<file path="src/rtl/sar_search.sv">
// Successive-approximation (binary) search controller driving an external comparator.
// Optional query counter output is enabled by defining SAR_SEARCH_STATS_EN.
module sar_search #(
  parameter int W = 4
) (
  input  logic         clk,
  input  logic         rst,
  input  logic         start,
  output logic [W-1:0] guess,
  output logic         guess_valid,
  input  logic         cmp_valid,
  input  logic         A_gt_B,
  input  logic         A_lt_B,
  input  logic         A_eq_B,
  output logic         busy,
  output logic         done,
  output logic [W-1:0] result,
  output logic         found,
  output logic         err,
`ifdef SAR_SEARCH_STATS_EN
  output logic [3:0]   query_count,
`endif
  output logic [1:0]   state_dbg
);

  localparam logic [1:0] IDLE   = 2'd0;
  localparam logic [1:0] QUERY  = 2'd1;
  localparam logic [1:0] UPDATE = 2'd2;
  localparam logic [1:0] DONE   = 2'd3;

  localparam logic [W-1:0] ONE_W = W'(1);
  localparam logic [W-1:0] MAX_W = '1;

  logic [1:0]   state;
  logic [W-1:0] lo;
  logic [W-1:0] hi;
  logic [W:0]   sum;
  logic [2:0]   rsp;   // {gt, lt, eq} captured at acceptance
  logic [W-1:0] guess_inc;
  logic [W-1:0] guess_dec;

  // Handshake: guess_valid is high only in QUERY and guess is held there;
  // a response is taken on the cycle where guess_valid and cmp_valid are both 1,
  // and cmp_valid in any other cycle has no effect.
  assign sum         = {1'b0, lo} + {1'b0, hi};
  assign guess       = W'(sum >> 1);
  assign guess_inc   = guess + ONE_W;
  assign guess_dec   = guess - ONE_W;
  assign guess_valid = (state == QUERY);
  assign busy        = (state != IDLE);
  assign done        = (state == DONE);
  assign state_dbg   = state;

`ifdef SAR_SEARCH_STATS_EN
  always_ff @(posedge clk) begin
    if (rst) begin
      query_count <= 4'd0;
    end else if (state == IDLE && start) begin
      query_count <= 4'd0;
    end else if (state == QUERY && cmp_valid) begin
      query_count <= query_count + 4'd1;
    end
  end
`endif

  always_ff @(posedge clk) begin
    if (rst) begin
      state  <= IDLE;
      lo     <= '0;
      hi     <= '0;
      rsp    <= 3'b000;
      result <= '0;
      found  <= 1'b0;
      err    <= 1'b0;
    end else begin
      case (state)
        IDLE: begin
          if (start) begin
            lo     <= '0;
            hi     <= MAX_W;
            result <= '0;
            found  <= 1'b0;
            err    <= 1'b0;
            state  <= QUERY;
          end
        end
        QUERY: begin
          if (cmp_valid) begin
            rsp   <= {A_gt_B, A_lt_B, A_eq_B};
            state <= UPDATE;
          end
        end
        UPDATE: begin
          if (!$onehot(rsp)) begin
            err   <= 1'b1;
            found <= 1'b0;
            state <= DONE;
          end else if (rsp[0]) begin
            result <= guess;
            found  <= 1'b1;
            state  <= DONE;
          end else if (rsp[2]) begin
            // Target above guess: the range cannot grow past the top value.
            if (guess == MAX_W) begin
              found <= 1'b0;
              state <= DONE;
            end else begin
              lo    <= guess_inc;
              state <= (guess_inc > hi) ? DONE : QUERY;
            end
          end else begin
            if (guess == '0) begin
              found <= 1'b0;
              state <= DONE;
            end else begin
              hi    <= guess_dec;
              state <= (guess_dec < lo) ? DONE : QUERY;
            end
          end
        end
        default: begin
          state <= IDLE;
        end
      endcase
    end
  end

endmodule
</file>
<file path="config.mk">
export PLATFORM = sky130hd
export DESIGN_NAME = sar_search
export DESIGN_NICKNAME = d
export VERILOG_FILES = /design/src/rtl/sar_search.sv
export SDC_FILE = /design/constraint.sdc
export NUM_CORES = 1
export LEC_CHECK = 0
export BUFFER_PORTS_ARGS = -buffer_cell sky130_fd_sc_hd__buf_4
export CORE_MARGIN = 2
export CORE_UTILIZATION = 45
export DETAILED_ROUTE_END_ITERATION = 10
export HOLD_SLACK_MARGIN = 0.02
export MAX_ROUTING_LAYER = met4
export PLACE_DENSITY = 0.66
export SLEW_MARGIN = 20
export SYNTH_ARGS = -nofsm -noshare
export SYNTH_HDL_FRONTEND = slang
export SYNTH_SLANG_ARGS = --single-unit
</file>
<file path="constraint.sdc">
create_clock -name clk -period 3.1 [get_ports clk]
set_input_delay 0.62 -clock clk [delete_from_list [all_inputs] [get_ports clk]]
set_output_delay 0.62 -clock clk [all_outputs]
set_load 0.02 [all_outputs]
</file>
Yosys cells after proc, flatten, opt, wreduce, memory -nomap -nowiden
Cells that the tools add are included. W data, S select, Z words.

Register bits after elaboration: 19. Output and inout bits: 15. Logic and storage cells: 76. Bits of input ports: 7.

Multiplexer cells: 34. Add/sub/neg operators: 5. Reduce and logical (&&, ||, !) cells: 11. Eq/ne operators: 17. Magnitude comparators: 2.

Operators with widths (number): $mux W4 (12); $pmux W4 S2 (3); $mux W2 (9); $ne A2 B2 Y1 const B (9); $reduce_and A6 Y1 (2); $ne A5 B5 Y1 const B (2); $reduce_and A4 Y1 (2); $mux W1 (7); $pmux W2 S3 (1); $add A4 B4 Y5 (1); $add A4 B1 Y4 const B (1); $eq A2 B1 Y1 const B (2); $eq A2 B2 Y1 const B (2); $eq A4 B4 Y1 const B (1); $gt A4 B4 Y1 (1); $logic_not A4 Y1 (1); $lt A4 B4 Y1 (1); $pmux W1 S2 (2); $reduce_and A2 Y1 (2); $reduce_bool A2 Y1 (2); $sub A4 B1 Y4 const B (1); $reduce_and A3 Y1 (1); $add A1 B1 Y2 (1); $add A2 B1 Y2 (1); other kinds (2) (2).

Longest topological paths before layout
Depth after elaboration: 9. Gate-level depth with buffers: 13. Gate-level depth less buffers: 13.

Worst setup path before layout
Ideal clock, no wire load.

Path type: flip-flop to flip-flop. From: register lo[1]. To: register state[1] (netlist: state_dbg[1]). Clock period less this slack: 2.782 ns. Setup time: 0.059 ns. Stages on the path, launching flop included: 14. Path slack: 0.318 ns. Required time: 3.041 ns. Path buffers: 0. Data arrival time: 2.722 ns. Cells stage by stage: dfxtp_1 -> inv_1 -> fa_1 -> xor2_1 -> inv_1 -> ha_1 -> a21oi_1 -> inv_1 -> ha_1 -> a21o_1 -> a21o_1 -> a21o_1 -> nand4_1 -> and3_1.

Cells in the longest elaborated chain, start to end: 9. Elaborated cells between the ends (all ways): 15. Those cells by class: 3 x add/sub; 2 x order compare; 1 x eq/ne; 8 x mux; 1 x reduce/logical.

RTL lines: start: declaration (line 35) `logic [W-1:0] lo;`; start signal: assignment (line 108) `lo <= guess_inc;`; $add A4 B4 Y5 * (line 45) `assign sum = {1'b0, lo} + {1'b0, hi};`; named net guess[1] (line 9) `output logic [W-1:0] guess,`; $sub A4 B1 Y4 or $add A4 B1 Y4 (tied branches) (line 48, 47); $lt A4 B4 Y1 or $gt A4 B4 Y1 (tied branches) (line 117, 109); $mux W2, on equally long branches (line 117, 109); $mux W2, on equally long branches (line 112, 104); $mux W2 * (line 102) `end else if (rsp[2]) begin`; $mux W2 * (line 98) `end else if (rsp[0]) begin`; $mux W2 * (line 94) `if (!$onehot(rsp)) begin`; $pmux W2 S3 * (line 76) `case (state)`; end signal: assignment (line 109) `state <= (guess_inc > hi) ? DONE : QUERY;`; end signal: assignment (line 117) `state <= (guess_dec < lo) ? DONE : QUERY;`; end: declaration (line 34) `logic [1:0] state;`.

The timed path passes the listed nets; every way through them passes the cells marked *. A chain may end at the register's enable or synchronous reset.

Worst setup path after layout
From: register lo[1]. To: register state[1] (netlist: state_dbg[1]).

Cells in the longest elaborated chain, start to end: 9. Elaborated cells between the ends (all ways): 15. Those cells by class: 3 x add/sub; 2 x order compare; 1 x eq/ne; 8 x mux; 1 x reduce/logical.

RTL lines (line): $add A4 B4 Y5 (45); $sub A4 B1 Y4 or $add A4 B1 Y4 (tied branches) (48, 47); $lt A4 B4 Y1 or $gt A4 B4 Y1 (tied branches) (117, 109); $mux W2, on equally long branches (117, 109); $mux W2, on equally long branches (112, 104); $mux W2 * (102); $mux W2 * (98); $mux W2 * (94); $pmux W2 S3 * (76).

Mark *: on every way between the ends. The rest lies on a longest branch, timed or not.

==> flow_metrics.env <==
export IMPL_slowest_delay_ps=690
export IMPL_cts_repair_resized=0
export IMPL_num_vias=1220
export IMPL_fmax_mhz=353
export IMPL_drc=0
export IMPL_pre_cts_ws_ps=316
export IMPL_drtAntennaViolNets=0
export IMPL_max_cap_violations=0
export IMPL_wl_per_cell_um=14.6
export IMPL_slew_viol_final=0
export IMPL_dp_cells=210
export IMPL_critPathKind="register to register"
export IMPL_cp_required_ps=3360
export IMPL_place_congestion=0.856
export IMPL_critPathBufInv=3
export IMPL_relSlewSlack=0.660
export IMPL_dr_pass1_iters=4
export IMPL_yosys_warnings=0
export IMPL_grt_overflow=0
export IMPL_clock_latency_ps=310
export IMPL_cts_setup_buffers=0
export IMPL_clk_pin_slew_ps=120
export IMPL_power_leakage_nw=0.659
export IMPL_drive_above_1_share=0.175
export IMPL_grt_pass1_vias=1164
export IMPL_drtIter0Drc=35
export IMPL_numClockSinks=19
export IMPL_hp_class="register to register"
export IMPL_start_util=0.473
export IMPL_grt_pass1_wl_mm=5.54
export IMPL_crit_path_top_delay_cell="fa_1"
export IMPL_fin_crit_sh=0.915
export IMPL_grt_start_max_net_pins=21
export IMPL_worstMarginPinSlew_ps=511
export IMPL_ioPinCount=22
export IMPL_rsz0062_at_grt="false"
export IMPL_holdWs_ps=466
export IMPL_dieArea_mm2=0.00335
export IMPL_wl_mm=3.13
export IMPL_cp_cell_sequence="inv_1 > fa_1 > inv_1 > ha_1 > a21oi_1 > inv_1 > ha_1 > a21o_1 > a21o_1 > a21o_1 > nand4_1 > and3_1"
export IMPL_synth_distinct_cells=38
export IMPL_cts_tree="done"
export IMPL_synth_top_cell_area_share=0.291
export IMPL_final_cells=214
export IMPL_clock_path_buffers=2
export IMPL_finClkSkew_ps=5.10
export IMPL_arrival_ps=3090
export IMPL_setup_slack_ps=264
export IMPL_std_cell_rows=19
export IMPL_synth_nets=183
export IMPL_clockRootBuffer="clkbuf_4"
export IMPL_die_width_um=57.9
export IMPL_final_area_mm2=0.00152
export IMPL_place_area_mm2=0.00150
export IMPL_ys_seq_area_frac=0.291
export IMPL_cts_max_level=1
export IMPL_syn_area_mm2=0.00131
export IMPL_cts_hold_buf=0
export IMPL_antenna_found_initial=0
export IMPL_fin_crit_ps=2840
export IMPL_cp_start_kind="register"
export IMPL_syn2layout_area_growth_pct=16.7
export IMPL_vias_per_cell=5.70
export IMPL_cts_buffers=3
export IMPL_setup_violations=0
export IMPL_num_antenna_cells=0
export IMPL_dp_hpwl_mm=2.43
export IMPL_outcome="complete, no violations"
export IMPL_ys_seq_elements=19
export IMPL_setup_tns_ps=0
export IMPL_crit_fanout=7
export IMPL_fp_dieH_um=57.9
export IMPL_syn_inst=161
export IMPL_port_buffers=21
export IMPL_nets=206
export IMPL_grt_usage=0.219
export IMPL_finalHoldViolCount=0
export IMPL_synth_area_leaders="dfxtp_1, ha_1, a21oi_1"
export IMPL_synth_largest_area_cell="dfxtp_1"
export IMPL_cp_end_kind="register"
export IMPL_core_area_mm2=0.00276
export IMPL_powerDensity_mw_per_mm2=391
export IMPL_syn_area_per_cell_um2=8.11
export IMPL_irDropWorstVdd_uv=233
export IMPL_crit_family="adder cells"
==> routing by layer <==
metal / vias up / global-route usage / routed length [µm]
li1: 608 / - / -
met1: 578 / 0.292 / 1500
met2: 29 / 0.352 / 1470
met3: 5 / 0.0223 / 120
met4: 0 / 0.0631 / 42
met5: - / - / 0
==> through the flow <==
stage          power, mW  utilization
2_1_floorplan      0.407            -
6_report           0.595        0.552
4_1_cts            0.599        0.552
5_1_grt            0.634        0.552
3_5_place_dp       0.466        0.543
3_3_place_gp       0.464        0.543
==> report_power, final <==
group          internal [mW]  switching [mW]  leakage, nW
clock network         0.0502          0.0842       0.0150
logic                 0.0829           0.112        0.489
registers              0.255          0.0118        0.155
total                  0.388           0.208        0.659
==> path summary, 6_finish.rpt <==
| path | endpoint | cells after the start | from | slack [ps] |
|---|---|---|---|---|
| worst max register to register | state_dbg[1] | 12 | lo[1] | 260 |
| worst min-delay path | result[0] | 2 | result[0] | 470 |
| worst min register to register | result[0] | 2 | result[0] | 470 |
| worst max-delay path | state_dbg[1] | 12 | lo[1] | 260 |
==> placed cells by master (no fill, tap or decap), drive strengths merged, types with 2 or more instances in the layout <==
master,count
inv,15
or3,2
nor2b,4
nand2b,7
a21o,5
nor2,10
dfxtp,19
nand2,16
o21bai,3
ha,13
nand4,2
a32oi,2
o211ai,3
o21ai,5
fa,2
xor2,5
nor3b,2
nand3,5
nor3,3
buf,23
clkbuf,4
a21oi,18
and2,2
a221oi,5
==> kinds of logic after synthesis <==
group | Yosys count | share of synthesized area
AND/OR/NAND/NOR | 56 | 0.219
buffers and inverters | 20 | 0.0585
adder cells (fa/ha/maj) | 15 | 0.155
AO/OA/AOI/OAI | 44 | 0.227
XOR/XNOR | 6 | 0.0403
flip-flops | 19 | 0.291
multiplexers | 1 | 0.00863
==> tightest hold or removal path: stages, from the launching register on <==
cell and delay [ps]:
dfxtp_1 330, nand2_1 50, a21oi_1 50
==> state kept, by name, summed over array words and instances (netlist names) <==
name / count
state_dbg: 2
result: 4
rsp: 3
err: 1
lo: 4
found: 1
hi: 4
==> cells in the mapped netlist <==
cell / n
dfxtp_1: 19
a21oi_1: 17
inv_1: 15
nand2_1: 15
ha_1: 13
nor2_1: 10
nand2b_1: 7
a21o_1: 5
nand3_1: 5
xor2_1: 5
a221oi_1: 4
clkbuf_1: 4
nor2b_1: 4
nor3_1: 3
o211ai_1: 3
o21ai_0: 3
o21bai_1: 3
a32oi_1: 2
and2_1: 2
fa_1: 2
nand4_1: 2
nor3b_1: 2
a21oi_2: 1
a221oi_2: 1
a2bb2oi_1: 1
a31o_1: 1
a31oi_1: 1
and3_1: 1
buf_2: 1
mux2_1: 1
nand2_2: 1
nor4_1: 1
o21ai_1: 1
o21ai_2: 1
or2_2: 1
or3_1: 1
or3_4: 1
xnor2_1: 1
==> final cells by class <==
type / count / area (µm²)
Multi-Input combinational cell: 122 / 848
Inverter: 15 / 56.3
Tap cell: 31 / 38.8
Clock buffer: 4 / 26.3
Sequential cell: 19 / 380
Timing Repair Buffer: 23 / 173
Fill cell: 282 / 1230
Power figures use the tool's default switching activity.
